**src/rtl/audio_pkg.sv**
```systemverilog
// Shared audio constants and the PCM width-conversion rule used by every capture-path stage.
package audio_pkg;

    localparam int DEFAULT_DATA_SIZE = 24;
    localparam int DEFAULT_OUT_SIZE  = 16;

    // Sample arrives sign-extended to 64 bits; narrowing keeps the MSBs (arithmetic
    // shift drops LSBs, no rounding), widening is already done by the sign extension.
    function automatic logic signed [63:0] pcm_resize(input logic signed [63:0] sample,
                                                      input int data_size,
                                                      input int out_size);
        if (out_size < data_size) begin
            return sample >>> (data_size - out_size);
        end
        return sample;
    endfunction

endpackage

```
**src/rtl/sync_fifo_mem.sv**
```systemverilog
// Register-array storage: one synchronous write port, one asynchronous read port.
module sync_fifo_mem #(
    parameter int DEPTH = 16,
    parameter int WIDTH = 16,
    parameter int AW    = $clog2(DEPTH)
) (
    input  logic             clk,
    input  logic             wr_en,
    input  logic [AW-1:0]    wr_addr,
    input  logic [WIDTH-1:0] wr_data,
    input  logic [AW-1:0]    rd_addr,
    output logic [WIDTH-1:0] rd_data
);

    logic [WIDTH-1:0] mem [DEPTH];

    always_ff @(posedge clk) begin
        if (wr_en) begin
            mem[wr_addr] <= wr_data;
        end
    end

    assign rd_data = mem[rd_addr];

endmodule

```
**src/rtl/audio_sample_fifo.sv**
```systemverilog
// Sample buffer between I2S capture and its consumer: converts width at write,
// stores in a circular buffer, and counts samples dropped on overflow.
module audio_sample_fifo
    import audio_pkg::*;
#(
    parameter int DATA_SIZE = DEFAULT_DATA_SIZE,
    parameter int OUT_SIZE  = DEFAULT_OUT_SIZE,
    parameter int DEPTH     = 16
) (
    input  logic                     clk,
    input  logic                     rst_n,
    input  logic [DATA_SIZE-1:0]     sample_in,
    input  logic                     sample_valid,
    input  logic                     flush,
    output logic [OUT_SIZE-1:0]      m_data,
    output logic                     m_valid,
    input  logic                     m_ready,
    output logic [$clog2(DEPTH):0]   level,
    output logic                     overflow,
    output logic [15:0]              drop_count
);

    localparam int AW  = $clog2(DEPTH);
    localparam int EXT = 64 - DATA_SIZE;
    localparam logic [AW:0] FULL_LEVEL = DEPTH[AW:0];

    logic [AW-1:0]       wr_ptr;
    logic [AW-1:0]       rd_ptr;
    logic [AW:0]         level_q;
    logic                overflow_q;
    logic [15:0]         drop_q;
    logic [OUT_SIZE-1:0] wr_data;
    logic                full;
    logic                push;
    logic                pop;
    logic                wr_en;
    logic                drop;

    assign wr_data = OUT_SIZE'(pcm_resize({{EXT{sample_in[DATA_SIZE-1]}}, sample_in},
                                          DATA_SIZE, OUT_SIZE));

    // Stream: a beat transfers on any cycle with m_valid & m_ready; m_data and
    // m_valid hold steady until that cycle, and m_ready is ignored while m_valid is low.
    assign full  = (level_q == FULL_LEVEL);
    assign push  = sample_valid;
    assign pop   = m_valid & m_ready;
    assign wr_en = push & (~full | pop) & ~flush;
    assign drop  = push & full & ~pop & ~flush;

    always_ff @(posedge clk) begin
        if (!rst_n || flush) begin
            wr_ptr     <= '0;
            rd_ptr     <= '0;
            level_q    <= '0;
            overflow_q <= 1'b0;
            drop_q     <= '0;
        end else begin
            if (wr_en) begin
                wr_ptr <= wr_ptr + AW'(1);
            end
            if (pop) begin
                rd_ptr <= rd_ptr + AW'(1);
            end
            if (wr_en && !pop) begin
                level_q <= level_q + (AW+1)'(1);
            end else if (pop && !wr_en) begin
                level_q <= level_q - (AW+1)'(1);
            end
            if (drop) begin
                overflow_q <= 1'b1;
                if (drop_q != 16'hFFFF) begin
                    drop_q <= drop_q + 16'd1;
                end
            end
        end
    end

    sync_fifo_mem #(
        .DEPTH (DEPTH),
        .WIDTH (OUT_SIZE),
        .AW    (AW)
    ) u_mem (
        .clk     (clk),
        .wr_en   (wr_en),
        .wr_addr (wr_ptr),
        .wr_data (wr_data),
        .rd_addr (rd_ptr),
        .rd_data (m_data)
    );

    assign m_valid    = (level_q != '0);
    assign level      = level_q;
    assign overflow   = overflow_q;
    assign drop_count = drop_q;

endmodule
```
**config.mk**
```make
export PLATFORM = sky130hd
export DESIGN_NAME = audio_sample_fifo
export DESIGN_NICKNAME = d
export VERILOG_FILES = /design/src/rtl/audio_pkg.sv /design/src/rtl/sync_fifo_mem.sv /design/src/rtl/audio_sample_fifo.sv
export SDC_FILE = /design/constraint.sdc
export NUM_CORES = 1
export LEC_CHECK = 0
export ABC_AREA = 0
export CORE_MARGIN = 2
export CORE_UTILIZATION = 35
export CTS_CLUSTER_DIAMETER = 200
export DETAILED_ROUTE_END_ITERATION = 8
export GPL_TIMING_DRIVEN = 0
export PLACE_DENSITY = 0.51
export SLEW_MARGIN = 20
export SYNTH_ARGS = -nofsm -noshare
export SYNTH_HDL_FRONTEND = slang
export SYNTH_HIERARCHICAL = 1
export SYNTH_SLANG_ARGS = --single-unit
```
**constraint.sdc**
```tcl
create_clock -name clk -period 5.15 [get_ports clk]
set_clock_uncertainty 0.2 [all_clocks]
set_input_delay 0.515 -clock clk [delete_from_list [all_inputs] [get_ports clk]]
set_output_delay 0.515 -clock clk [all_outputs]
set_load 0.01 [all_outputs]
```
* Yosys cells after proc, flatten, opt, wreduce, memory -nomap -nowiden *
Memory sizes are Yosys's and may differ from the RTL's. A register that Yosys moved wholly into a read port is not among the register bits.
Cells that the tools add are included.

word-level totals
  register bits = 30
  bits in writable memories = 256
  bits of input ports = 29
  output and inout bits = 39
  word-level logic and storage cells = 38
  memories kept = 1

memory list
  name       words  bits a word  read ports  clocked after Yosys merged registers in  wr ports  RTL line             RTL
  u_mem.mem  16     16           1           1                                        1         sync_fifo_mem.sv:15  logic [WIDTH-1:0] mem [DEPTH];

cells by class
  $add $sub $neg = 5
  equality and inequality tests = 2
  multiplexer cells = 6
  bitwise gates (word level) = 10
  reduce and logical (&&, ||, !) cells = 9

operators with widths
  kind                     number
  $add A16 B1 Y16 const B  1
  $ne A16 B16 Y1 const B   1
  $mux W5                  2
  $add A4 B1 Y4 const B    2
  $mux W4                  2
  $and A1 B1 Y1            6
  $add A5 B1 Y5 const B    1
  $eq A5 B5 Y1 const B     1
  $reduce_bool A5 Y1       1
  $sub A5 B1 Y5 const B    1
  $logic_not A1 Y1         3
  $not A1 Y1               3
  $logic_and A1 B1 Y1      2
  $mux W1                  2
  $reduce_and A2 Y1        1
  $reduce_bool A2 Y1       1
  $logic_or A1 B1 Y1       1
  $or A1 B1 Y1             1

* Logic depth before layout (Yosys ltp) *
  word-level depth = 9
  mapped depth = 11

* By module *
The synthesis kept the hierarchy.

by module, submodules not included
  module             times used  cells an instance  area each (um^2)  seq. area each (um^2)
  sync_fifo_mem      1           416                9723.1            7687.4
  audio_sample_fifo  1           169                1491.4            600.6

* Worst setup path after synthesis *
No wires, ideal clock.

  kind = register to register
  from = register level_q[0], in the netlist level[0]
  to = memory u_mem.mem[0][0] (enable)
  library setup time = 409 ps
  data arrival time = 3086 ps
  setup slack = 1455 ps
  stages on the path, launching flop included = 5
  path buffers = 0
  cell sequence = dfxtp_1 -> nor4_4 -> a311oi_1 -> or3b_2 -> nor3_1

on the way
  word-level cells in the longest chain between the ends = 7
  elaborated cells on any way between the ends = 9
  those cells by class = eq/ne (1); mux (2); bitwise (5); reduce/logical (1)

RTL lines
  element                                                    RTL line                                          RTL
  start, declared                                            audio_sample_fifo.sv:29                           logic [AW:0] level_q;
  start signal, assigned                                     audio_sample_fifo.sv:65                           level_q <= level_q + (AW+1)'(1);
  start signal, assigned                                     audio_sample_fifo.sv:67                           level_q <= level_q - (AW+1)'(1);
  $reduce_bool A5 Y1 / $eq A5 B5 Y1 (equally long branches)  audio_sample_fifo.sv:91, audio_sample_fifo.sv:44
  $and A1 B1 Y1 / $not A1 Y1 (equally long branches)         audio_sample_fifo.sv:46, audio_sample_fifo.sv:47
  $or A1 B1 Y1 *                                             audio_sample_fifo.sv:47                           assign wr_en = push & (~full | pop) & ~flush;
  $and A1 B1 Y1 * (2 in series)                              audio_sample_fifo.sv:47
  via wr_en                                                  audio_sample_fifo.sv:36                           logic wr_en;
  $mux W1 *                                                  sync_fifo_mem.sv:18                               if (wr_en) begin
  $mux W1 (implied by the code) *                            sync_fifo_mem.sv:19                               mem[wr_addr] <= wr_data;
  end, declared                                              sync_fifo_mem.sv:15

The timed path passes the listed nets; every way through them passes the cells marked *.

==> impl_metrics.csv <==
group,metric,value,unit
global_route,grt.total_usage,15.55,%
setup_path,r2r-end,"level[4]",
setup_path,critPathMaxFanout,10,
detailed_routing,route.vias.total,5842,
logic_synthesis,avgSynthCellArea,19.17,um^2
worst_hold_path,hold_path.class,"flop to flop",
sta,slew_headroom,38.13,%
setup_path,r2r_cells,11,
setup_path,critPathRequiredTime,4.43,ns
clock_network,numCtsBuffers,31,
sta,whs,0.2874,ns
sta,tns,0,ns
floorplan,core_area,31560,um^2
sta,finalCritPeriodShare,77.38,%
power,switchingPower,1.035,mW
setup_path,critPathArrivalTime,3.27,ns
floorplan,start_util,35.54,%
floorplan,boundaryPins,68,
power,p_per_area,366.0,nW/um^2
detailed_routing,drc,0,
clock_network,cts_resized,0,
logic_synthesis,synth_top_area_share,68.55,%
sta,grt_setup_unrepaired,"false",
floorplan,fp-row-count,65,
sta,maxSlewViolCount,0,
floorplan,die_w,183,um
logic_synthesis,async_flop_share,0,%
placement,dpl.hpwl,16470,um
sta,hold_viol,0,
placement,port_buffers,59,
placement,post-place-cells,1057,
clock_network,cts_tree,"done",
setup_path,crit_type,"flop to primary output",
run_status,status,"finished, final reports clean",
power,p_leak,4.167,nW
logic_synthesis,seq_area_frac_synth,73.90,%
power,p_clk_share,41.6,%
setup_path,path_cells,"buf_2 > buf_1 > mux4_2 > a22oi_1 > nand2_1 > clkdlybuf4s50_1",
detailed_routing,wl_met3,1078,um
logic_synthesis,synthDistinctLibCells,46,
clock_network,cts_hold_repair.buffers,0,
power,combPwrFrac,6.5,%
detailed_routing,dr_wl_met2,12700,um
logic_synthesis,synth_area_leaders,"edfxtp_1, mux4_2, dfxtp_1",
detailed_routing,highest_layer,"met4",
setup_path,critPathSlowestCell,"buf_1",
logic_synthesis,syn_nets,622,
logic_synthesis,synth-edff-count,256,
setup_path,cp_num_buf_inv,3,
power,swShare,21.02,%
clock_network,h-tree-depth,1,
global_route,grt_max_degree,17,
setup_path,slowest_delay,0.68,ns
logic_synthesis,synthTopCellsByCount,"edfxtp_1, mux4_2, nor2_1",
detailed_routing,drtIter0Drc,376,
clock_network,clk_latency,0.55,ns
sta,tightest_slew,0.9281,ns
power,p_int,3.890,mW
sta,fmax,250.9,MHz
floorplan,dieArea,33490,um^2
worst_hold_path,whs_path_depth,2,
sta,post-route-min-period,3.985,ns
layout,final_area,13460,um^2
global_route,grt_pass1_wl,38230,um
detailed_routing,via_per_inst,5.254,
detailed_routing,firstDrtPassIters,5,
detailed_routing,detail-route-antenna-nets,0,
floorplan,die_h,183,um
logic_synthesis,yosysMostFrequentCell,"edfxtp_1",
logic_synthesis,netlist_area,11210,um^2
logic_synthesis,synth_ff_type,"edfxtp_1",
logic_synthesis,synth_area_leader_cell,"edfxtp_1",
detailed_routing,route.detailed.wl_per_inst,23.28,um
worst_hold_path,hold_end,"overflow",
placement,place_area,12510,um^2
clock_network,cts.clk_slew.worst_paths,0.06,ns
global_route,gr-total-overflow,0,
clock_network,clock-root-buffer,"clkbuf_16",
logic_synthesis,synth.ff_latch_count,286,
power,power,4.925,mW
logic_synthesis,ys_warn_count,6,
global_route,antenna_found_initial,0,
clock_network,cts_buffer_depth,3,
setup_path,cp_top_family,"buffers and inverters",
setup_path,timing.rr.start,"level[0]",
layout,drive_above_1_share,20.00,%
detailed_routing,routed_wl,25880,um
job,maxCapViolations,0,
sta,setup_violations,0,
global_route,first_global_vias,6093,
power,pwr-share-seq,51.9,%
detailed_routing,wl_met1,11730,um
clock_network,cts.sinks,286,
setup_path,crit_path_start_kind,"flop",
clock_network,cts_setup_buffers,0,
logic_synthesis,syn_inst,585,
worst_hold_path,min_from,"overflow",
layout,diodes,0,
setup_path,end_kind,"primary output",
power,irDropWorstVdd,0.2469,mV
layout,final_cells,1112,
layout,final_nets,725,
layout,syn_to_final_growth,19.98,%
setup_path,reg2reg_slack,1.77,ns
placement,gp_congestion,0.7513,
[state kept, by name (all words and copies together), names as in the netlist]
| signal | flops |
|---|---|
| overflow | 1 |
| rd_ptr | 4 |
| drop_count | 16 |
| level | 5 |
| wr_ptr | 4 |
| u_mem/mem | 256 |
[worst max path at each step]
stage	startpoint	endpoint	slack [ns]	depth (start not counted)
after global placement	m_ready	u_mem/mem[0][9]	-0.74	5
after detailed placement	m_ready	level[4]	0.92	11
after floorplan	level[0]	u_mem/mem[0][0]	1.46	4
final	rd_ptr[1]	m_data[2]	1.17	6
after global routing	rd_ptr[1]	m_data[2]	1.08	6
after CTS	rd_ptr[2]	m_data[12]	1.14	5
[metrics by stage]
stage                     worst slack (ns)  util (%)
after floorplan                      1.455         -
after global placement             -0.7380     39.00
after detailed placement            0.9185     39.65
after CTS                            1.141     42.62
after global routing                 1.083     42.64
final                                1.165     42.64
[power by group through the flow]
stage                     clock, mW  combinational [mW]  sequential (mW)
after CTS                      2.10               0.326             2.55
final                          2.05               0.321             2.56
after global placement            0               0.311             2.60
after global routing           2.18               0.349             2.56
after floorplan                   0               0.187             2.60
after detailed placement          0               0.325             2.60
[layout make-up]
| cell class | instances | area, um^2 |
|---|---|---|
| fill | 2809 | 18100 |
| buffer | 26 | 142.6 |
| multi-input combinational | 267 | 2863 |
| timing repair buffer | 70 | 699.4 |
| inverter | 6 | 22.52 |
| sequential | 286 | 8288 |
| tap | 402 | 503.0 |
| clock inverter | 20 | 146.4 |
| clock buffer | 35 | 790.8 |
[cell usage in the layout, fill, tap and decap left out, types with 6 or more instances in the layout]
cell type,Yosys,layout
edfxtp_1,256,256
clkdlybuf4s50_1,0,59
mux4_2,54,54
a22oi_1,32,32
clkbuf_16,0,31
dfxtp_1,30,30
nand2_1,29,29
nor2_1,37,25
clkbuf_1,11,15
xnor2_1,13,13
a21oi_1,10,10
buf_4,3,10
mux4_1,10,10
nand3_1,9,9
nor2_4,0,9
clkinv_1,0,8
clkinv_2,0,8
ha_1,7,7
inv_1,6,6
nand4_1,6,6
[worst min-delay path: cells and delay by family, from the launching register on]
| family | cells | cell delay (ns) |
|---|---|---|
| compound gates | 1 | 0.04 |
| flops | 1 | 0.34 |
| simple gates | 1 | 0.07 |
[logic make-up after synthesis]
logic type,Yosys count,synth area share (%)
XOR/XNOR,18,1.406
multiplexers,68,13.54
AO/OA/AOI/OAI,54,3.336
flip-flops,286,73.90
AND/OR/NAND/NOR,119,5.378
adder cells (fa/ha/maj),8,0.9595
buffers and inverters,32,1.473
[layer usage]
layer | vias up | track usage [%]
li1 | 2593 | -
met1 | 3091 | 21.88
met2 | 132 | 25.79
met3 | 26 | 2.522
met4 | 0 | 3.040
met5 | - | 0
No activity file was read; power rests on OpenSTA's default activity.
